## src/rtl/icache_refill_ctrl_if.sv

```systemverilog
// Signal bundle between the I-cache refill controller and its neighbours:
// fetch lookup, backing memory port, cache data array and hazard unit.
interface icache_refill_ctrl_if #(
    parameter int WIDX_W = 2,
    parameter int CNT_W  = 16
);
    // Fetch stage / execute redirect
    logic              MissF;
    logic [31:0]       PCF;
    logic              Redirect;

    // Backing memory port
    logic              MemReq;
    logic [31:0]       MemAddr;
    logic              MemReady;
    logic              MemRValid;
    logic [31:0]       MemRData;

    // Cache data array write port
    logic              RepWE;
    logic [WIDX_W-1:0] RepWordIdx;
    logic [31:0]       RepData;
    logic [31:0]       RepLineAddr;
    logic              RepDone;

    // Hazard unit and performance counter
    logic              InstrMissF;
    logic              InstrCacheRepActive;
    logic [CNT_W-1:0]  MissCount;

    modport master (
        input  MissF, PCF, Redirect,
        input  MemReady, MemRValid, MemRData,
        output MemReq, MemAddr,
        output RepWE, RepWordIdx, RepData, RepLineAddr, RepDone,
        output InstrMissF, InstrCacheRepActive, MissCount
    );

    modport slave (
        output MissF, PCF, Redirect,
        output MemReady, MemRValid, MemRData,
        input  MemReq, MemAddr,
        input  RepWE, RepWordIdx, RepData, RepLineAddr, RepDone,
        input  InstrMissF, InstrCacheRepActive, MissCount
    );
endinterface

```

## src/rtl/icache_refill_ctrl.sv

```systemverilog
// Instruction-cache refill sequencer: latches the missing line, requests it
// from memory, streams returned words into the data array and signals completion.
module icache_refill_ctrl #(
    parameter int WORDS_PER_LINE = 4,
    parameter int WIDX_W         = 2,
    parameter int CNT_W          = 16
) (
    input  logic                 clk,
    input  logic                 reset,
    icache_refill_ctrl_if.master bus
);

    typedef enum logic [1:0] {
        IDLE = 2'd0,
        REQ  = 2'd1,
        FILL = 2'd2,
        DONE = 2'd3
    } state_e;

    localparam logic [31:0]       OFF_MASK  = 32'(WORDS_PER_LINE * 4 - 1);
    localparam logic [WIDX_W-1:0] LAST_WORD = WIDX_W'(WORDS_PER_LINE - 1);

    state_e            state_q, state_d;
    logic [WIDX_W-1:0] cnt_q, cnt_d;
    logic [31:0]       line_q, line_d;
    logic [CNT_W-1:0]  miss_cnt_q, miss_cnt_d;

    logic mem_req;
    logic miss_f;
    logic rep_we;
    logic rep_done;

    // NOTE: sequential state uses non-blocking assignments so every register
    // samples the pre-edge value of its peers, independent of statement order.
    always_ff @(posedge clk or negedge reset) begin
        if (!reset) begin
            state_q    <= IDLE;
            cnt_q      <= '0;
            line_q     <= '0;
            miss_cnt_q <= '0;
        end else begin
            state_q    <= state_d;
            cnt_q      <= cnt_d;
            line_q     <= line_d;
            miss_cnt_q <= miss_cnt_d;
        end
    end

    // NOTE: every signal written below gets a default first, so no path
    // through the case statement can leave one unassigned and infer a latch.
    always_comb begin
        state_d    = state_q;
        cnt_d      = cnt_q;
        line_d     = line_q;
        miss_cnt_d = miss_cnt_q;
        mem_req    = 1'b0;
        miss_f     = 1'b0;
        rep_we     = 1'b0;
        rep_done   = 1'b0;

        unique case (state_q)
            IDLE: begin
                // Gated by reset so the stall request is quiet while held in reset.
                miss_f = bus.MissF & reset;
                if (bus.MissF && !bus.Redirect) begin
                    line_d  = bus.PCF & ~OFF_MASK;
                    state_d = REQ;
                    if (miss_cnt_q != '1) begin
                        miss_cnt_d = miss_cnt_q + 1'b1;
                    end
                end
            end

            REQ: begin
                miss_f  = 1'b1;
                // A redirect withdraws the request in the same cycle, so a
                // concurrent MemReady never completes a handshake.
                mem_req = !bus.Redirect;
                if (bus.Redirect) begin
                    state_d = IDLE;
                end else if (bus.MemReady) begin
                    state_d = FILL;
                    cnt_d   = '0;
                end
            end

            FILL: begin
                miss_f = 1'b1;
                if (bus.MemRValid) begin
                    rep_we = 1'b1;
                    cnt_d  = cnt_q + 1'b1;
                    if (cnt_q == LAST_WORD) begin
                        state_d = DONE;
                    end
                end
            end

            DONE: begin
                rep_done = 1'b1;
                state_d  = IDLE;
            end

            default: begin
                state_d = IDLE;
            end
        endcase
    end

    assign bus.MemReq              = mem_req;
    assign bus.MemAddr             = line_q;
    assign bus.RepWE               = rep_we;
    assign bus.RepWordIdx          = cnt_q;
    assign bus.RepData             = rep_we ? bus.MemRData : 32'd0;
    assign bus.RepLineAddr         = line_q;
    assign bus.RepDone             = rep_done;
    assign bus.InstrMissF          = miss_f;
    assign bus.InstrCacheRepActive = (state_q == FILL);
    assign bus.MissCount           = miss_cnt_q;

endmodule

```

## src/flat_wrapper.sv

```systemverilog
// flat-port wrapper written by rule: the top's interface ports become plain ports
module icache_refill_ctrl_flat 
#(
    parameter int WORDS_PER_LINE = 4,
    parameter int WIDX_W         = 2,
    parameter int CNT_W          = 16
)
  (clk, reset, bus_MissF, bus_PCF, bus_Redirect, bus_MemReady, bus_MemRValid, bus_MemRData, bus_MemReq, bus_MemAddr, bus_RepWE, bus_RepWordIdx, bus_RepData, bus_RepLineAddr, bus_RepDone, bus_InstrMissF, bus_InstrCacheRepActive, bus_MissCount);
  icache_refill_ctrl_if #(.WIDX_W(WIDX_W), .CNT_W(CNT_W)) bus_i ();
  input  logic clk;
  input  logic reset;
  input wire logic [$bits(bus_i.MissF)-1:0] bus_MissF;
  input wire logic [$bits(bus_i.PCF)-1:0] bus_PCF;
  input wire logic [$bits(bus_i.Redirect)-1:0] bus_Redirect;
  input wire logic [$bits(bus_i.MemReady)-1:0] bus_MemReady;
  input wire logic [$bits(bus_i.MemRValid)-1:0] bus_MemRValid;
  input wire logic [$bits(bus_i.MemRData)-1:0] bus_MemRData;
  output wire logic [$bits(bus_i.MemReq)-1:0] bus_MemReq;
  output wire logic [$bits(bus_i.MemAddr)-1:0] bus_MemAddr;
  output wire logic [$bits(bus_i.RepWE)-1:0] bus_RepWE;
  output wire logic [$bits(bus_i.RepWordIdx)-1:0] bus_RepWordIdx;
  output wire logic [$bits(bus_i.RepData)-1:0] bus_RepData;
  output wire logic [$bits(bus_i.RepLineAddr)-1:0] bus_RepLineAddr;
  output wire logic [$bits(bus_i.RepDone)-1:0] bus_RepDone;
  output wire logic [$bits(bus_i.InstrMissF)-1:0] bus_InstrMissF;
  output wire logic [$bits(bus_i.InstrCacheRepActive)-1:0] bus_InstrCacheRepActive;
  output wire logic [$bits(bus_i.MissCount)-1:0] bus_MissCount;
  assign bus_i.MissF = bus_MissF;
  assign bus_i.PCF = bus_PCF;
  assign bus_i.Redirect = bus_Redirect;
  assign bus_i.MemReady = bus_MemReady;
  assign bus_i.MemRValid = bus_MemRValid;
  assign bus_i.MemRData = bus_MemRData;
  assign bus_MemReq = bus_i.MemReq;
  assign bus_MemAddr = bus_i.MemAddr;
  assign bus_RepWE = bus_i.RepWE;
  assign bus_RepWordIdx = bus_i.RepWordIdx;
  assign bus_RepData = bus_i.RepData;
  assign bus_RepLineAddr = bus_i.RepLineAddr;
  assign bus_RepDone = bus_i.RepDone;
  assign bus_InstrMissF = bus_i.InstrMissF;
  assign bus_InstrCacheRepActive = bus_i.InstrCacheRepActive;
  assign bus_MissCount = bus_i.MissCount;
  icache_refill_ctrl #(.WORDS_PER_LINE(WORDS_PER_LINE), .WIDX_W(WIDX_W), .CNT_W(CNT_W)) u_core (.clk(clk), .reset(reset), .bus(bus_i));
endmodule
```

## config.mk

```make
export PLATFORM = sky130hd
export DESIGN_NAME = icache_refill_ctrl_flat
export DESIGN_NICKNAME = d
export VERILOG_FILES = /design/src/rtl/icache_refill_ctrl_if.sv /design/src/rtl/icache_refill_ctrl.sv /design/src/flat_wrapper.sv
export SDC_FILE = /design/constraint.sdc
export NUM_CORES = 1
export LEC_CHECK = 0
export ABC_CLOCK_PERIOD_IN_PS = 1600
export BUFFER_PORTS_ARGS = -buffer_cell sky130_fd_sc_hd__buf_2
export CAP_MARGIN = 20
export CORE_ASPECT_RATIO = 0.5
export CORE_MARGIN = 5
export CORE_UTILIZATION = 37
export CTS_CLUSTER_DIAMETER = 60
export DETAILED_ROUTE_END_ITERATION = 8
export PLACE_DENSITY = 0.8
export SYNTH_ARGS = -nofsm -noshare
export SYNTH_HDL_FRONTEND = slang
export SYNTH_SLANG_ARGS = --single-unit
```

## constraint.sdc

```tcl
create_clock -name clk -period 1.6 [get_ports clk]
set_input_delay 0 -clock clk [delete_from_list [all_inputs] [get_ports clk]]
set_output_delay 0 -clock clk [all_outputs]
set_load 0.02 [all_outputs]
```

==> impl_metrics.json, run 1 <==
{
  "worstSetupStartpointType": "flip-flop",
  "drv_cap": 0,
  "ys_types": 38,
  "hold_slack_ps": 104,
  "path_cells": "ha_4, and4_4, and4bb_4, clkbuf_16, nor3_1, xor2_1",
  "htree_levels": 2,
  "overflow": 0,
  "die_w_um": 131,
  "cpPeakStageDelay_ps": 430,
  "grt_usage_pct": 18.1,
  "area_growth_pct": 67.7,
  "dieArea_um2": 9200,
  "place_ws_ps": -38.4,
  "relSlewSlack_pct": 58.8,
  "synth-seq-cells": 48,
  "hold_depth": 3,
  "layout-drive-gt1-share_pct": 61.3,
  "multi_input_area_um2": 1360,
  "row_count": 22,
  "drc": 0,
  "grt_pass1_wl_um": 13300,
  "cp_data_required_time_ps": 1810,
  "io_buffers": 176,
  "cts_num_sinks": 48,
  "setup-violations-final": 12,
  "tightestPinTransition_ps": 618,
  "p_leak_uw": 0.00249,
  "synth_area_per_cell_um2": 11.2,
  "violations": "negative setup slack",
  "fin_tns_setup_ps": -130,
  "viasPerCell": 4.78,
  "start_util_pct": 37.4,
  "yosysWarnings": 0,
  "clk_path_buf_depth": 2,
  "crit_buf_inv": 1,
  "wl_per_cell_um": 17.1,
  "timing.critical_path.slowest_stage_cell": "dfrtp_2",
  "fillCellCount": 555,
  "cts_tree": "yes",
  "dr.first_iter.drc_count": 108,
  "skew_ps": 9.09,
  "rsz0062_at_grt": "yes",
  "num-nets-final": 522,
  "netlist_area_um2": 2700,
  "fmax_mhz": 614,
  "io_pins": 189,
  "outcome": "finished, violations left",
  "cp_top_family": "simple AND/OR/NAND/NOR gates",
  "wirelength_um": 9230,
  "ir_worst_vdd_v": 0.000692,
  "final_util_pct": 62.7,
  "cts_made_buffers": 5,
  "period_needed_ps": 1630,
  "die_h_um": 70.4,
  "critPathArrivalTime_ps": 1840,
  "regArea_um2": 1200,
  "hp-class": "in2reg",
  "clk_pin_slew_ps": 70,
  "vias": 2587,
  "end_kind": "flip-flop",
  "gp_congestion": 0.807,
  "core_um2": 7210,
  "grt_pass1_vias": 2663,
  "worstSkewPairLatency_ps": 290,
  "setup_ws_ps": -27.9,
  "synth_seq_area_share_pct": 44.5,
  "period_share_pct": 102,
  "critPathKind": "reg2reg",
  "place_hpwl_um": 5990,
  "drtAntennaViolNets": 0,
  "powerDensity_nw_per_um2": 1660,
  "synth_cells": 240,
  "finalMaxSlewViolations": 0,
  "cp_max_fo": 5,
  "drt_first_pass_iters": 4,
  "hold_viol_final": 0,
  "grt_max_degree": 49,
  "antenna_cells": 0,
  "ff2ff_path_depth": 6,
  "root_buffer": "clkbuf_16",
  "antenna_found_initial": 0,
  "crit_cells": 6
}
-- stage by stage --
| step | total power, µW | cell area [µm²] | instances |
|---|---|---|---|
| final | 7520 | 4520 | 541 |
| after global routing | 7900 | 4520 | 541 |
| after CTS | 6930 | 4150 | 530 |
| after detailed placement | 5630 | 3610 | 491 |
| after global placement | 5540 | 3610 | 491 |
| after floorplan | 4730 | 2760 | 247 |
-- path summary, 6_finish.rpt --
check | to | start | slack [ps]
worst max-delay path | u_core.bus.MissCount[4] | u_core.bus.MissCount[1] | -30
worst min-delay path | flip-flop | bus_MemReady | 100
worst max register to register | u_core.bus.MissCount[4] | u_core.bus.MissCount[1] | -30
worst min register to register | u_core.bus.MissCount[15] | u_core.bus.MissCount[15] | 500
max in group asynchronous | asynchronous set/reset pin | reset | 700
min in group asynchronous | u_core.bus.MissCount[11] | reset | 450
-- worst reg2reg max path: stages (launching register included) --
cell	delay, ps
dfrtp_2	430
ha_4	170
and4_4	180
and4bb_4	220
clkbuf_16	160
nor3_1	210
xor2_1	180
-- what timing repair did --
action	CTS	global route
hold buffers	29	0
endpoints found under the hold margin	76	0
pin swaps	1	7
setup buffers	2	7
setup endpoints to repair	58	75
cloned	2	4
gates resized for setup	6	70
-- cell usage in the layout, fill, tap and decap left out, types with 2 or more instances in the layout --
cell type	n
a22o_1	2
inv_2	2
a21oi_1	2
nand3_1	3
buf_6	5
nand2b_1	4
dfrtp_1	45
buf_4	50
and3_1	33
xor2_1	14
inv_1	2
mux2_2	6
conb_1	8
clkbuf_16	8
a31oi_1	3
dlygate4sd3_1	29
dfrtp_2	3
buf_16	2
nor2_1	2
ha_4	3
nor4_4	3
nor3b_2	2
buf_2	148
nor2_2	4
and2_1	2
mux2_4	22
nand4_1	2
nor3_2	2
nand2_1	7
ha_1	3
nor3_1	3
buf_12	4
-- state kept, by name, summed over array words and instances (netlist names), named ones only --
register	count
u_core.bus.MissCount	16
u_core.bus.MemAddr	28
u_core.bus.RepWordIdx	2
u_core.state_q	1
-- synthesized netlist by cell type --
cell	n	area (µm²)
dfrtp_1	48	1200
buf_4	37	278
and3_1	33	206
mux2_2	28	315
xor2_1	14	123
clkbuf_1	8	30.0
nand2_1	7	26.3
ha_1	6	75.1
nor2_1	6	22.5
nor3_1	5	25.0
inv_1	4	15.0
nand2b_1	4	25.0
a31oi_1	3	18.8
buf_2	3	15.0
nand3_1	3	15.0
nor4_4	3	63.8
a21oi_1	2	10.0
a22o_1	2	17.5
and2_1	2	12.5
nand4_1	2	12.5
nor3b_1	2	15.0
o21ai_0	2	10.0
a22oi_1	1	7.51
and3_4	1	11.3
and3b_1	1	8.76
and4_1	1	8.76
and4_4	1	11.3
and4bb_4	1	16.3
buf_6	1	11.3
conb_1	1	3.75
mux2_1	1	11.3
nand3b_1	1	7.51
nand4_2	1	12.5
nor2b_1	1	6.26
nor4b_4	1	23.8
o2111ai_1	1	8.76
o22ai_1	1	6.26
xnor2_1	1	8.76
-- final cells by class --
type,instances,share of cell area [%]
repair buffers,241,37.0
multi-input cells,146,30.0
flip-flops and latches,48,26.6
clock buffers,5,2.77
well taps,96,2.66
clock inverters,1,0.664
inverters,4,0.332
-- where the power goes --
group,total (µW),switching (µW),leakage (µW),internal [µW]
logic,4260,2370,0.00182,1900
clock network,1150,429,0.0000757,720
registers,2110,423,0.000598,1680
-- routing by layer --
layer	global-route usage, %	wire length (µm)
met1	20.9	3640
met2	33.1	4870
met3	4.89	529
met4	4.22	178
met5	0	0
-- cells by family after synthesis --
family | synth area share [%]
DFF | 44.5
adders and majority gates | 2.78
and+or+nand+nor | 19.7
other | 0.139
buffers and inverters | 12.9
muxes | 12.1
xor gates and xnor gates | 4.87
AOI/OAI and AO/OA | 2.92
Note: power is estimated with default switching activity, not from simulation.
==> run 2, diff against run 1 <==
SKIP_LAST_GASP = 1   (was unset)
==> impl_metrics.json, run 2 (synthesis results as in run 1) <==
{
  "drv_cap": 0,
  "tightestPinTransition_ps": 611,
  "fin_total_pwr_uw": 7470,
  "drtAntennaViolNets": 0,
  "end_kind": "flip-flop",
  "critPathArrivalTime_ps": 1840,
  "cp_data_required_time_ps": 1810,
  "period_needed_ps": 1630,
  "area_growth_pct": 65.9,
  "drt_first_pass_iters": 4,
  "start_util_pct": 37.4,
  "finalMaxSlewViolations": 0,
  "setup_ws_ps": -29.6,
  "clk_path_buf_depth": 2,
  "cts_made_buffers": 5,
  "hold_viol_final": 0,
  "layout-drive-gt1-share_pct": 61.1,
  "final_cell_mix": "buf_2, dfrtp_1, buf_4",
  "final_util_pct": 62.0,
  "met3_usage_pct": 4.89,
  "core_um2": 7210,
  "period_share_pct": 102,
  "cp_max_fo": 5,
  "gr-usage-met2_pct": 33.1,
  "die_w_um": 131,
  "rsz0062_at_grt": "yes",
  "skew_ps": 9.08,
  "clk_pin_slew_ps": 70,
  "htree_levels": 2,
  "largest_reg_flops": 28,
  "violations": "negative setup slack",
  "met1_usage_pct": 20.9,
  "viasPerCell": 4.75,
  "antenna_cells": 0,
  "num-nets-final": 522,
  "cts_tree": "yes",
  "io_buffers": 176,
  "critPathKind": "reg2reg",
  "wl_per_cell_um": 17.0,
  "grt_max_degree": 49,
  "fmax_mhz": 614,
  "die_h_um": 70.4,
  "antenna_found_initial": 0,
  "final_common_cell": "buf_2",
  "vias": 2572,
  "gp_congestion": 0.807,
  "p_leak_uw": 0.00249,
  "powerDensity_nw_per_um2": 1670,
  "setup-violations-final": 12,
  "grt_usage_pct": 18.1,
  "worstSkewPairLatency_ps": 290,
  "hp-class": "in2reg",
  "drc": 0,
  "dieArea_um2": 9200,
  "place_hpwl_um": 5990,
  "dr.first_iter.drc_count": 109,
  "overflow": 0,
  "row_count": 22,
  "grt_pass1_wl_um": 13300,
  "ir_worst_vdd_v": 0.000691,
  "root_buffer": "clkbuf_16",
  "cts_num_sinks": 48,
  "worstSetupStartpointType": "flip-flop",
  "outcome": "finished, violations left",
  "io_pins": 189,
  "grt_pass1_vias": 2663,
  "busiest_layer": "met2",
  "wirelength_um": 9210,
  "relSlewSlack_pct": 59.3
}
[run 2: worst paths after layout]
path | from | to | slack, ps | cells after the start
min in group asynchronous | reset | u_core.bus.MissCount[11] | 440 | 3
max in group asynchronous | reset | asynchronous set/reset pin | 720 | 3
max reg2reg | u_core.bus.MissCount[1] | u_core.bus.MissCount[4] | -30 | 6
min reg2reg | u_core.bus.MissCount[15] | u_core.bus.MissCount[15] | 500 | 1
max | u_core.bus.MissCount[1] | u_core.bus.MissCount[4] | -30 | 6
min | bus_MemReady | flip-flop | 100 | 3
[run 2: critical path, stage by stage, from the launching register on]
cell and delay (ps):
dfrtp_2 430, ha_4 170, and4_4 180, and4bb_4 220, clkbuf_16 160, nor3_1 210, xor2_1 180
[run 2: per-stage QoR]
| step | setup TNS [ps] | cell area (µm²) | std cells | worst slack (ps) | hold slack [ps] |
|---|---|---|---|---|---|
| 6_report | -144 | 4470 | 541 | -29.6 | 104 |
| 5_1_grt | -1760 | 4470 | 541 | -102 | 114 |
| 4_1_cts | -280 | 4150 | 530 | -18.7 | 87.5 |
| 3_5_place_dp | -702 | 3610 | 491 | -38.4 | 213 |
| 3_3_place_gp | 0 | 3610 | 491 | 27.5 | 210 |
| 2_1_floorplan | 0 | 2760 | 247 | 2.06 | -296 |
[run 2: final cells by class]
| class | instances | area, µm² |
|---|---|---|
| Fill cell | 560 | 2740 |
| Timing Repair Buffer | 241 | 1630 |
| Multi-Input combinational cell | 146 | 1350 |
| Sequential cell | 48 | 1200 |
| Clock buffer | 5 | 125 |
| Tap cell | 96 | 120 |
| Clock inverter | 1 | 30.0 |
| Inverter | 4 | 15.0 |
[run 2: timing repair]
item	CTS	global route
setup endpoints to repair	58	75
setup buffers	2	7
resized for setup	6	51
hold buffers	29	0
endpoints found under the hold margin	76	0
gates cloned	2	4
pin swaps	1	5
[run 2: power breakdown]
| part | switching (µW) | leakage (µW) | internal (µW) | total [µW] |
|---|---|---|---|---|
| Clock | 433 | 0.0000757 | 720 | 1150 |
| Sequential | 423 | 0.000598 | 1680 | 2110 |
| Combinational | 2360 | 0.00182 | 1860 | 4210 |
| Total | 3210 | 0.00249 | 4260 | 7470 |
[run 2: layer usage]
metal | wire (µm) | vias up
met2 | 4900 | 100
met3 | 547 | 16
met5 | 0 | -
li1 | - | 1204
met1 | 3590 | 1252
met4 | 170 | 0
